## src/rtl/stochastic_pkg.sv

```systemverilog
// Shared constants, state encoding and LFSR step for the stochastic number generator.
package stochastic_pkg;

  typedef enum logic {
    IDLE   = 1'b0,
    STREAM = 1'b1
  } state_e;

  localparam int LFSR_W     = 8;
  localparam int STREAM_LEN = 255;
  localparam int NUM_PIX    = 8;

  // Taps for x^8+x^6+x^5+x^4+1 in a left-shifting Fibonacci register.
  localparam logic [LFSR_W-1:0] TAP_MASK = 8'hB8;
  localparam logic [LFSR_W-1:0] SEED_A   = 8'h01;
  localparam logic [LFSR_W-1:0] SEED_B   = 8'hA5;
  localparam logic [LFSR_W-1:0] SEED_C   = 8'h5C;

  localparam int PIX_Z1 = 0;
  localparam int PIX_Z2 = 1;
  localparam int PIX_Z3 = 2;
  localparam int PIX_Z4 = 3;
  localparam int PIX_Z6 = 4;
  localparam int PIX_Z7 = 5;
  localparam int PIX_Z8 = 6;
  localparam int PIX_Z9 = 7;

  function automatic logic [LFSR_W-1:0] lfsr_next(input logic [LFSR_W-1:0] q);
    return {q[LFSR_W-2:0], ^(q & TAP_MASK)};
  endfunction

endpackage

```

## src/rtl/sng_lfsr8.sv

```systemverilog
// 8-bit maximal-length Fibonacci LFSR with synchronous seed load and advance.
module sng_lfsr8
  import stochastic_pkg::*;
#(
  parameter logic [LFSR_W-1:0] SEED = SEED_A
) (
  input  logic              clk,
  input  logic              rst_n,
  input  logic              load_i,
  input  logic              adv_i,
  output logic [LFSR_W-1:0] state_o
);

  logic [LFSR_W-1:0] lfsr_q, lfsr_d;

  // NOTE: default assignment first so every path drives lfsr_d -- no latch.
  always_comb begin
    lfsr_d = lfsr_q;
    if (load_i) begin
      lfsr_d = SEED;
    end else if (adv_i) begin
      lfsr_d = lfsr_next(lfsr_q);
    end
  end

  // NOTE: non-blocking in clocked blocks so all registers update from pre-edge values.
  always_ff @(posedge clk or negedge rst_n) begin
    if (!rst_n) begin
      lfsr_q <= SEED;
    end else begin
      lfsr_q <= lfsr_d;
    end
  end

  assign state_o = lfsr_q;

endmodule

```

## src/rtl/stochastic_sng.sv

```systemverilog
// Converts an 8-pixel neighbourhood into two decorrelated 255-bit stochastic streams
// per pixel plus five ~0.5 select streams.
module stochastic_sng
  import stochastic_pkg::*;
(
  input  logic        clk,
  input  logic        rst,
  input  logic        start_valid,
  output logic        start_ready,
  input  logic [63:0] pix,
  output logic        z1_1, z2_1, z3_1, z4_1, z6_1, z7_1, z8_1, z9_1,
  output logic        z1_2, z2_2, z3_2, z4_2, z6_2, z7_2, z8_2, z9_2,
  output logic        r0, r1, r2, r3, r4,
  output logic        bs_valid,
  output logic        bs_last
);

  localparam logic [7:0] LAST_CNT = 8'(STREAM_LEN - 1);

  state_e            state_q, state_d;
  logic [7:0]        cnt_q, cnt_d;
  logic [63:0]       pix_q, pix_d;
  logic              alive_q;
  logic              lfsr_load, lfsr_adv;
  logic [LFSR_W-1:0] lfsr_a, lfsr_b, lfsr_c;
  logic [NUM_PIX-1:0] hit_a, hit_b;
  logic              unused_c;

  sng_lfsr8 #(.SEED(SEED_A)) u_lfsr_a (.clk(clk), .rst_n(rst), .load_i(lfsr_load), .adv_i(lfsr_adv), .state_o(lfsr_a));
  sng_lfsr8 #(.SEED(SEED_B)) u_lfsr_b (.clk(clk), .rst_n(rst), .load_i(lfsr_load), .adv_i(lfsr_adv), .state_o(lfsr_b));
  sng_lfsr8 #(.SEED(SEED_C)) u_lfsr_c (.clk(clk), .rst_n(rst), .load_i(lfsr_load), .adv_i(lfsr_adv), .state_o(lfsr_c));

  assign unused_c = ^lfsr_c[7:5];

  // alive_q keeps start_ready low until the first edge after reset release.
  assign start_ready = alive_q && (state_q == IDLE);
  assign bs_valid    = (state_q == STREAM);
  assign bs_last     = bs_valid && (cnt_q == LAST_CNT);

  always_comb begin
    state_d   = state_q;
    cnt_d     = cnt_q;
    pix_d     = pix_q;
    lfsr_load = 1'b0;
    lfsr_adv  = 1'b0;
    case (state_q)
      IDLE: begin
        if (start_valid && start_ready) begin
          state_d   = STREAM;
          pix_d     = pix;
          cnt_d     = 8'd0;
          lfsr_load = 1'b1;
        end
      end
      STREAM: begin
        lfsr_adv = 1'b1;
        cnt_d    = cnt_q + 8'd1;
        if (cnt_q == LAST_CNT) begin
          state_d = IDLE;
        end
      end
      default: state_d = IDLE;
    endcase
  end

  always_ff @(posedge clk or negedge rst) begin
    if (!rst) begin
      state_q <= IDLE;
      cnt_q   <= 8'd0;
      pix_q   <= 64'd0;
      alive_q <= 1'b0;
    end else begin
      state_q <= state_d;
      cnt_q   <= cnt_d;
      pix_q   <= pix_d;
      alive_q <= 1'b1;
    end
  end

  // A pixel bit is 1 when the value is at least the LFSR sample; gated to 0 outside STREAM.
  always_comb begin
    hit_a = '0;
    hit_b = '0;
    for (int k = 0; k < NUM_PIX; k++) begin
      hit_a[k] = bs_valid && (pix_q[8*k +: 8] >= lfsr_a);
      hit_b[k] = bs_valid && (pix_q[8*k +: 8] >= lfsr_b);
    end
  end

  assign z1_1 = hit_a[PIX_Z1];
  assign z2_1 = hit_a[PIX_Z2];
  assign z3_1 = hit_a[PIX_Z3];
  assign z4_1 = hit_a[PIX_Z4];
  assign z6_1 = hit_a[PIX_Z6];
  assign z7_1 = hit_a[PIX_Z7];
  assign z8_1 = hit_a[PIX_Z8];
  assign z9_1 = hit_a[PIX_Z9];

  assign z1_2 = hit_b[PIX_Z1];
  assign z2_2 = hit_b[PIX_Z2];
  assign z3_2 = hit_b[PIX_Z3];
  assign z4_2 = hit_b[PIX_Z4];
  assign z6_2 = hit_b[PIX_Z6];
  assign z7_2 = hit_b[PIX_Z7];
  assign z8_2 = hit_b[PIX_Z8];
  assign z9_2 = hit_b[PIX_Z9];

  assign r0 = bs_valid && lfsr_c[0];
  assign r1 = bs_valid && lfsr_c[1];
  assign r2 = bs_valid && lfsr_c[2];
  assign r3 = bs_valid && lfsr_c[3];
  assign r4 = bs_valid && lfsr_c[4];

endmodule

```

## config.mk

```make
export PLATFORM = sky130hd
export DESIGN_NAME = stochastic_sng
export DESIGN_NICKNAME = d
export VERILOG_FILES = /design/src/rtl/stochastic_pkg.sv /design/src/rtl/sng_lfsr8.sv /design/src/rtl/stochastic_sng.sv
export SDC_FILE = /design/constraint.sdc
export NUM_CORES = 1
export LEC_CHECK = 0
export BUFFER_PORTS_ARGS = -buffer_cell sky130_fd_sc_hd__buf_2
export CORE_UTILIZATION = 45
export DETAILED_ROUTE_END_ITERATION = 12
export GPL_TIMING_DRIVEN = 0
export PLACE_DENSITY = 0.77
export SLEW_MARGIN = 40
export SYNTH_ARGS = -nofsm -noshare
export SYNTH_HDL_FRONTEND = slang
export SYNTH_SLANG_ARGS = --single-unit
export TNS_END_PERCENT = 1
```

## constraint.sdc

```tcl
create_clock -name clk -period 6.3 [get_ports clk]
set_clock_uncertainty 0.2 [all_clocks]
set_input_delay 0.945 -clock clk [delete_from_list [all_inputs] [get_ports clk]]
set_output_delay 0.945 -clock clk [all_outputs]
set_load 0.01 [all_outputs]
```

==> out/summary.txt, run 1 <==
First-pass GRT wire length -> 27800 um
Post-CTS setup buffer count -> 0
Clk_lat worst skew -> 0.36 ns
Worst-path fanout max -> 9
Clk pwr share -> 0.477
Top post-synthesis cells by area -> dfrtp_1 34%, ha_1 25%, nand2_1 13%, dfstp_2 3.6%, o21ai_0 2.7%
Synth Area in Simple Gates -> 0.163
Initial antenna violation count -> 0
EDFF count, synth -> 0
Synth unique cells -> 31
WL met3 -> 1170 um
Endpoints failing setup -> 0
TritonCTS buffer count -> 9
RSZ-0062 raised after global routing -> false
Gate power share -> 0.029
Vias -> 5538
Main combinational cell family by area after synthesis -> adder cells
Max layer used -> met4
Die span in x -> 123 um
Cell Int Power -> 998 uW
Filler cells -> 1262
P per Cell Area -> 168 mW/mm2
CP Launch Type -> flip-flop
Post-synthesis compound-gate area fraction -> 0.153
Aggregate routed wire length -> 16900 um
CTS Buffer Depth -> 2
Post-cts sizing count -> 0
Tmin final -> 3.48 ns
Clk slew on worst S/H paths -> 0.07 ns
Yosys warns -> 0
# DRC -> 0
Endpoints failing hold -> 0
Via/cell ratio -> 5.42
DR iter-0 viols -> 492
Initial Utilization -> 0.466
Status -> finished, final reports clean
Post-synth top area share -> 0.340
CP required -> 5.15 ns
DR WL met2 -> 7860 um
Core area -> 0.0140 mm2
H-tree depth -> 3
M1 WL -> 7550 um
Post-synth top flop -> dfrtp_1
WL/cell -> 16.6 um
Die Ht -> 123 um
Synthesis-stage register bit count -> 98
Post-synth top area cell -> dfrtp_1
CTS tree -> yes
Layout cells sized above 1 -> 0.161
Final Power -> 1270 uW
GRT Overall Usage -> 0.246
Synth Area in Adders -> 0.248
Transition time at the pin with the least slew margin -> 0.653 ns
Clock sink total -> 98
Diodes inserted -> 0
Post-synth net total -> 931
Ys async rst share -> 1.00
CTS Hold Bufs -> 0
Clock Tree Root -> clkbuf_16
Fin nets -> 1033
Worst IR Drop VDD -> 0.000189 V
WHS -> 0.274 ns
Area growth syn-to-layout -> 15.9%
Sequential share of power -> 0.495
Leak Pwr -> 0.00398 uW
Die ar. -> 0.0150 mm2
Tcrit/Tclk final -> 0.553
Post-Syn Instances -> 734
Max Cap Viol -> 0
Fmax -> 0.287 GHz
Synth Area in XOR/XNOR -> 0.0134
Sw Ratio -> 0.216
Number of I/O pins -> 91
Global route overflow -> 0
Cell Rows -> 43
Seq/Total Area, Yosys -> 0.376
Tightest Hold Check Type -> reg -> reg
Remaining antenna violation count after routing -> 0
Critical path type -> reg -> out
Placer Congestion -> 0.789
IO buf count -> 90
CP arrival -> 2.34 ns
Slew Limit Fails -> 0
Final TNS setup -> 0 ns
Mean Syn Cell Area -> 8.92 um2
Hpwl dp -> 12200 um
Worst slew margin -> 0.565
Vias in the first global route -> 5475
P_sw -> 275 uW
Largest net degree at the start of global routing -> 54
Cell Area, Synth -> 0.00655 mm2
Mux contribution to synthesized area -> 0.00459
Pre-antenna DRT Iters -> 4
Crit. End Element -> output pin
state kept, by name (all words and copies together), names as in the netlist:
signal,count
u_lfsr_c.state_o,8
u_lfsr_a.state_o,8
alive_q,1
cnt_q,8
pix_q,64
bs_valid,1
u_lfsr_b.state_o,8
routing by layer:
layer | track usage | vias to the layer above
met5 | 0 | -
met4 | 0.0793 | 0
met3 | 0.0567 | 26
met2 | 0.403 | 165
met1 | 0.322 | 2590
li1 | - | 2757
final cells by class:
cell class	count	area (um2)	share of cell area
Buffer	24	113	0.0148
Sequential cell	98	2460	0.325
Timing Repair Buffer	91	488	0.0643
Tap cell	180	225	0.0297
Multi-Input combinational cell	572	3820	0.504
Clock buffer	9	225	0.0297
Inverter	40	150	0.0198
Clock inverter	7	100	0.0132
Yosys cell counts, types with 3 or more instances:
library cell	n
nand2_1	234
ha_1	130
dfrtp_1	89
inv_1	40
o21ai_0	35
a21oi_1	34
nor2_1	22
o211ai_1	20
buf_2	18
a2111oi_0	16
a211oi_1	16
o21a_1	16
o31ai_1	10
dfstp_2	9
xnor2_1	9
nand3_1	6
and2_1	5
clkbuf_1	4
a211o_1	3
mux2i_1	3
per-stage QoR:
stage | utilization | setup slack, ns | instance area, um2 | instances
2_1_floorplan | - | 3.56 | 6550 | 734
3_3_place_gp | 0.514 | 3.08 | 7220 | 1004
3_5_place_dp | 0.517 | 3.19 | 7260 | 1005
4_1_cts | 0.540 | 2.80 | 7590 | 1021
5_1_grt | 0.540 | 2.64 | 7590 | 1021
6_report | 0.540 | 2.82 | 7590 | 1021
cells in the final DEF (no fill, tap or decap), types with 10 or more instances in the layout:
| cell | Yosys | layout |
|---|---|---|
| o31ai_1 | 10 | 10 |
| a2111oi_0 | 16 | 16 |
| o21ai_0 | 35 | 35 |
| o211ai_1 | 20 | 20 |
| ha_1 | 130 | 130 |
| dfrtp_1 | 89 | 89 |
| nor2_1 | 22 | 22 |
| o21a_1 | 16 | 16 |
| inv_1 | 40 | 40 |
| a211oi_1 | 16 | 16 |
| a21oi_1 | 34 | 34 |
| nand2_1 | 234 | 234 |
| buf_2 | 18 | 107 |
power groups by stage:
stage	combinational, uW	sequential (uW)	clock, uW
floorplan	0.594	642	0
global placement	34.8	641	0
detailed placement	37.9	641	0
CTS	38.0	629	618
global route	41.7	629	642
finish	36.8	629	607
worst max-delay path: stages, from the launching register on:
cell       delay (ns)
dfstp_2          0.53
inv_1            0.22
ha_1             0.39
o211ai_1         0.08
a2111oi_0        0.42
o21a_1           0.20
buf_2            0.13
worst paths after layout:
check                      cells past startpoint                  end                start  slack [ns]
max in group asynchronous                      2  u_lfsr_c.state_o[2]                  rst        4.97
min in group asynchronous                      1            pix_q[39]                  rst        0.28
hold / removal                                 1  u_lfsr_c.state_o[1]  u_lfsr_c.state_o[1]        0.27
setup / recovery                               6                 z6_2  u_lfsr_b.state_o[2]        2.82
hold reg to reg                                1  u_lfsr_c.state_o[1]  u_lfsr_c.state_o[1]        0.27
setup reg to reg                               4             pix_q[0]             bs_valid        4.39
kinds of logic after synthesis:
kind of cell / after synthesis
other: 1
XOR/XNOR: 10
adder cells (fa/ha/maj): 130
AND/OR/NAND/NOR: 274
buffers and inverters: 64
multiplexers: 3
flip-flops: 98
AO/OA/AOI/OAI: 154
Power figures use the tool's default switching activity.
==> inputs of run 2 (changes only) <==
ABC_AREA = 1   (was unset)
PLACE_DENSITY = 0.79   (was 0.77)
clock period = 3.05 ns   (was 6.3 ns; I/O delays follow)
==> out/summary.txt, run 2 <==
Status -> finished, final reports clean
Die ar. -> 0.0160 mm2 (+6.1%)
First-pass GRT wire length -> 29000 um (+4.0%)
Layout cells sized above 1 -> 0.139 (-0.0218)
Die Ht -> 126 um (+3.0%)
Main combinational cell family by area after synthesis -> adder cells
CP required -> 2.39 ns (-2.76 ns)
Tightest Hold Check Type -> in -> reg
Most frequent cells in the layout -> 354 x nand2_1, 130 x ha_1, 102 x inv_1, 92 x buf_2, 89 x dfrtp_1
Worst-path fanout max -> 9 (unchanged)
Max FFs per register -> 64 (unchanged)
Hpwl dp -> 12800 um (+5.0%)
Placer Congestion -> 0.864 (+9.5%)
Tmin final -> 2.91 ns
Cell Area, Synth -> 0.00695 mm2 (+6.2%)
Post-synth top flop -> dfrtp_1
Top post-synthesis cells by area -> dfrtp_1 32%, ha_1 23%, nand2_1 19%, inv_1 5.6%, a21oi_1 4.0%
Area growth syn-to-layout -> 14.5%
Synth top cells by count -> 354 x nand2_1, 130 x ha_1, 103 x inv_1, 89 x dfrtp_1, 55 x a21oi_1
Worst slew margin -> 0.532 (-0.0328)
Leak Pwr -> 0.00465 uW (+17%)
Global route overflow -> 0 (unchanged)
Die span in x -> 126 um (+3.0%)
GRT Overall Usage -> 0.238 (-0.00852)
Post-synth net total -> 1091 (+17%)
Final Power -> 2460 uW (+93%)
Synth Area in Adders -> 0.234 (-0.0145)
Number of I/O pins -> 91 (unchanged)
Endpoints failing setup -> 0 (unchanged)
CTS Buffer Depth -> 2 (unchanged)
Synth Area in XOR/XNOR -> 0.00756 (-0.00582)
Filler cells -> 1421 (+13%)
Post-CTS setup buffer count -> 0 (unchanged)
Remaining antenna violation count after routing -> 0 (unchanged)
Synth Area in Simple Gates -> 0.234 (+0.0706)
Ys async rst share -> 1.00 (unchanged)
M3 GR Usage -> 0.0477 (-0.00903)
Slowest CP cell -> dfstp_2
Crit. End Element -> output pin
CTS tree -> yes
Pre-antenna DRT Iters -> 5 (+1)
Vias in the first global route -> 5856 (+7.0%)
Yosys warns -> 0 (unchanged)
Largest net degree at the start of global routing -> 63 (+17%)
Post-Syn Instances -> 894 (+22%)
Mean Syn Cell Area -> 7.78 um2 (-13%)
Fmax -> 0.344 GHz
Post-synth top area cell -> dfrtp_1
RSZ-0062 raised after global routing -> false
Clk slew on worst S/H paths -> 0.07 ns (about the same)
H-tree depth -> 3 (unchanged)
Core area -> 0.0151 mm2 (+7.9%)
Diodes inserted -> 0 (unchanged)
Met1 global-route usage -> 0.303 (-0.0190)
CP arrival -> 2.25 ns (-0.09 ns)
Synth unique cells -> 27 (-13%)
Fin nets -> 1194 (+16%)
Clk_lat worst skew -> 0.36 ns (about the same)
Transition time at the pin with the least slew margin -> 0.702 ns (+0.0492 ns)
Post-synth top area share -> 0.320 (-0.0198)
Via/cell ratio -> 5.11 (-5.9%)
EDFF count, synth -> 0 (unchanged)
Synthesis-stage register bit count -> 98 (unchanged)
Initial antenna violation count -> 0 (unchanged)
Critical-path cell list -> inv_1 > ha_1 > nand2_1 > o21a_1 > a21oi_1 > buf_2
CP Launch Type -> flip-flop
Aggregate routed wire length -> 17700 um (+4.2%)
Max Cap Viol -> 0 (unchanged)
Critical path type -> reg -> out
P per Cell Area -> 309 mW/mm2 (+84%)
Slowest cell delay on critical path -> 0.54 ns (about the same)
DR iter-0 viols -> 335 (-32%)
Initial Utilization -> 0.459 (-0.00721)
Clock Tree Root -> clkbuf_16
Vias -> 6076 (+9.7%)
Top-count cell post-synth -> nand2_1
# DRC -> 0 (unchanged)
Final Core Density -> 0.526 (-0.0146)
Post-synthesis compound-gate area fraction -> 0.0975 (-0.0559)
Reg with most FFs -> pix_q
WL/cell -> 14.8 um (-11%)
Mux contribution to synthesized area -> 0 (-0.00459)
Cell Rows -> 45 (+4.7%)
Slew Limit Fails -> 0 (unchanged)
Met2 usage -> 0.396 (-0.00657)
IO buf count -> 90 (unchanged)
TritonCTS buffer count -> 9 (unchanged)
Endpoints failing hold -> 0 (unchanged)
Final TNS setup -> 0 ns (unchanged)
Seq/Total Area, Yosys -> 0.354 (-0.0219)
Most common cell after layout, fill and taps aside -> nand2_1
Worst IR Drop VDD -> 0.000303 V (+61%)
GR peak layer -> met2
Clock sink total -> 98 (unchanged)
Tcrit/Tclk final -> 0.953
==> run 2: changes by cell type in the layout (fill, tap and decap cells not counted), moves of 16 or more <==
cell       before  now
a2111oi_0      16    0
o211ai_1       20    1
a21oi_1        34   55
inv_1          40  102
a211oi_1       16    0
nor2_1         22   42
nand2_1       234  354
==> run 2: per-stage QoR <==
stage | worst slack, ns | area (um2) | std cells | hold slack, ns
2_1_floorplan | 0.993 | 6950 | 894 | -0.0381
3_3_place_gp | 0.252 | 7640 | 1172 | 0.260
3_5_place_dp | 0.535 | 7680 | 1173 | 0.154
4_1_cts | 0.149 | 7960 | 1190 | 0.0771
5_1_grt | 0.0236 | 7960 | 1190 | 0.0938
6_report | 0.143 | 7960 | 1190 | 0.0836
==> run 2: area by class of cell <==
cell class	count	area, um2	area share
plain buffers	20	105	0.0132
clock buffers	10	229	0.0288
clock inverters	6	42.5	0.00534
inverters	106	402	0.0504
multi-input cells	670	3990	0.501
flip-flops and latches	98	2460	0.309
well taps	188	235	0.0295
repair buffers	92	498	0.0625
==> run 2: kinds of logic (layout without fill, tap and decap cells) <==
family                     after synthesis  count (layout)
and+or+nand+nor                        422             422
adders and majority gates              130             130
buffers and inverters                  126             234
AOI/OAI and AO/OA                      111             111
DFF                                     98              98
xor gates and xnor gates                 6               6
other                                    1               1
==> run 2: worst paths after layout <==
check	startpoint	endpoint	slack, ns	depth (start not counted)
max	u_lfsr_b.state_o[7]	z3_2	0.14	6
min reg2reg	u_lfsr_c.state_o[1]	u_lfsr_c.state_o[1]	0.29	2
min in group asynchronous	rst	pix_q[11]	0.35	2
max in group asynchronous	rst	u_lfsr_c.state_o[3]	1.65	3
max reg2reg	bs_valid	u_lfsr_b.state_o[6]	1.09	7
min	pix[18]	pix_q[18]	0.08	3
==> run 2: layer usage <==
| metal | up-vias | share of wire |
|---|---|---|
| li1 | 3061 | - |
| met1 | 2849 | 0.45 |
| met2 | 137 | 0.47 |
| met3 | 29 | 0.054 |
| met4 | 0 | 0.023 |
| met5 | - | 0 |
==> run 2: power by group <==
part	leakage [uW]	internal, uW	total (uW)	switching, uW
Combinational	0.00326	35.3	77.7	42.4
Clock	0.000129	555	1080	528
Sequential	0.00126	1300	1300	0.224
Total	0.00465	1890	2460	571
==> run 2: repair_timing <==
action,4_1_cts,5_1_grt
endpoints found under the hold margin,36,0
setup endpoints to repair,0,1
gates resized for setup,0,1
hold buffers,1,0
==> run 2: critical path: cells and delay by family (launching register included) <==
kind,cells,cell delay (ns)
AO/OA/AOI/OAI,2,0.44
adder cells (fa/ha/maj),1,0.41
buffers and inverters,2,0.42
flip-flops,1,0.54
AND/OR/NAND/NOR,1,0.08
==> inputs of run 3 (changes only) <==
==> constraint.sdc (replaced) <==
create_clock -name clk -period 3.05 [get_ports clk]
set_clock_uncertainty 0.2 [all_clocks]
set_input_delay 0.305 -clock clk [delete_from_list [all_inputs] [get_ports clk]]
set_output_delay 0.305 -clock clk [all_outputs]
set_load 0.01 [all_outputs]
==> out/summary.txt, run 3 (same netlist as run 2, synthesis figures left out) <==
Status -> finished, final reports clean
CP arrival -> 2.25 ns (about the same)
Diodes inserted -> 0 (unchanged)
Area of the multi-input gates -> 0.00399 mm2 (unchanged)
Die ar. -> 0.0160 mm2 (unchanged)
Core area -> 0.0151 mm2 (unchanged)
Worst IR Drop VDD -> 0.000301 V (-0.45%)
# DRC -> 0 (unchanged)
Clk slew on worst S/H paths -> 0.07 ns (about the same)
Endpoints failing hold -> 0 (unchanged)
RR Endpoint -> u_lfsr_a.state_o[5]
Sequential cell area -> 0.00246 mm2 (unchanged)
H-tree depth -> 3 (unchanged)
Most common cell after layout, fill and taps aside -> nand2_1
Slew Limit Fails -> 0 (unchanged)
WL/cell -> 14.8 um (about the same)
Hpwl dp -> 12800 um (unchanged)
CP Launch Type -> flip-flop
Layout cells sized above 1 -> 0.129 (-0.00927)
Post-CTS setup buffer count -> 0 (unchanged)
Aggregate routed wire length -> 18600 um (+5.4%)
IO buf count -> 90 (unchanged)
Post-route cell area -> 0.00860 mm2 (+8.0%)
Initial Utilization -> 0.459 (unchanged)
Critical path type -> reg -> out
Crit Reg-Reg Startpoint -> bs_valid
Number of I/O pins -> 91 (unchanged)
Max FFs per register -> 64 (unchanged)
Vias in the first global route -> 6235 (+6.5%)
Reg with most FFs -> pix_q
Vias -> 6318 (+4.0%)
RSZ-0062 raised after global routing -> false
Area of placed instances -> 0.00768 mm2 (unchanged)
Remaining antenna violation count after routing -> 0 (unchanged)
Global route overflow -> 0 (unchanged)
DR iter-0 viols -> 372 (+11%)
Via/cell ratio -> 5.04 (-1.3%)
Reg2Reg Depth -> 7 (unchanged)
Placer Congestion -> 0.864 (unchanged)
Crit path to -> z3_2
Pre-antenna DRT Iters -> 5 (unchanged)
Tcrit/Tclk final -> 0.902 (-0.0509)
Die Ht -> 126 um (unchanged)
Slowest cell delay on critical path -> 0.54 ns (about the same)
Clock Tree Root -> clkbuf_16
Clock sink total -> 98 (unchanged)
Transition time at the pin with the least slew margin -> 0.710 ns (+0.00756 ns)
Area growth syn-to-layout -> 23.7%
Max Cap Viol -> 0 (unchanged)
First-pass GRT wire length -> 30500 um (+5.2%)
Initial antenna violation count -> 0 (unchanged)
CP required -> 2.54 ns (+0.15 ns)
Endpoints failing setup -> 0 (unchanged)
CTS Hold Bufs -> 65 (+64)
Clk_lat worst skew -> 0.36 ns (about the same)
Leak Pwr -> 0.00492 uW (+5.7%)
Critical-path cell list -> inv_1 > ha_1 > nand2_1 > o21a_1 > a21oi_1 > buf_2
Fin nets -> 1258 (+5.4%)
Worst setup path startpoint -> u_lfsr_b.state_o[7]
Worst-path fanout max -> 9 (unchanged)
GRT Overall Usage -> 0.250 (+0.0119)
CTS tree -> yes
Final TNS setup -> 0 ns (unchanged)
Final Core Density -> 0.568 (+0.0420)
Tmin final -> 2.75 ns (-0.155 ns)
TritonCTS buffer count -> 9 (unchanged)
Fmax -> 0.363 GHz (+5.6%)
Die span in x -> 126 um (unchanged)
Largest net degree at the start of global routing -> 63 (unchanged)
Crit. End Element -> output pin
Slowest CP cell -> dfstp_2
P per Cell Area -> 293 mW/mm2 (-5.0%)
Most frequent cells in the layout -> 354 x nand2_1, 130 x ha_1, 103 x inv_1, 92 x buf_2, 89 x dfrtp_1
Filler cells -> 1337 (-5.9%)
Post-cts sizing count -> 0 (unchanged)
R2r setup slk -> 1.09 ns (about the same)
Worst slew margin -> 0.527 (-0.00504)
Cell Rows -> 45 (unchanged)
CTS Buffer Depth -> 2 (unchanged)
Tightest Hold Check Type -> in -> async
run 3: cell types whose count changed in the layout (fill, tap and decap cells not counted):
cell / change
clkinvlp_4: -1
dlygate4sd3_1: +64
inv_1: +1
run 3: power breakdown:
part / switching (uW) / leakage, uW / internal [uW]
clock network: 524 / 0.000129 / 555
logic: 55.3 / 0.00353 / 88.7
registers: 0.248 / 0.00126 / 1300
total: 580 / 0.00492 / 1940
run 3: final cells by class:
| type | count | area share |
|---|---|---|
| Buffer | 20 | 0.0122 |
| Clock buffer | 10 | 0.0266 |
| Clock inverter | 6 | 0.00495 |
| Inverter | 106 | 0.0463 |
| Multi-Input combinational cell | 670 | 0.464 |
| Sequential cell | 98 | 0.287 |
| Tap cell | 188 | 0.0274 |
| Timing Repair Buffer | 156 | 0.132 |
run 3: critical path, delay by kind of cell (launching register included):
kind            cells  cell delay, ns
simple gates        1            0.08
fa+ha+maj           1            0.41
buf+inv             2            0.42
compound gates      2            0.44
flops               1            0.54
run 3: worst min-delay path by stage:
| stage | start | end | slack (ns) |
|---|---|---|---|
| 5_1_grt | rst | pix_q[11] | 0.22 |
| 3_5_place_dp | rst | pix_q[11] | 0.002 |
| 2_1_floorplan | rst | alive_q | -0.19 |
| 4_1_cts | rst | pix_q[11] | 0.22 |
| 6_report | rst | pix_q[11] | 0.20 |
| 3_3_place_gp | u_lfsr_a.state_o[6] | u_lfsr_a.state_o[7] | 0.26 |
run 3: per-stage QoR:
stage          worst slack (ns)  instances  power (uW)  hold slack, ns
2_1_floorplan              1.15        894        1330          -0.191
3_3_place_gp              0.404       1172        1400           0.260
3_5_place_dp              0.688       1173        1400         0.00161
4_1_cts                   0.301       1254        2540           0.216
5_1_grt                   0.140       1254        2610           0.223
6_report                  0.298       1254        2520           0.200
run 3: routing by layer:
metal  vias up  track usage  share of wire
li1       3187            -              -
met5         -            0              0
met2       138        0.431           0.48
met3        35       0.0443          0.045
met1      2958        0.307           0.44
met4         0        0.108          0.026
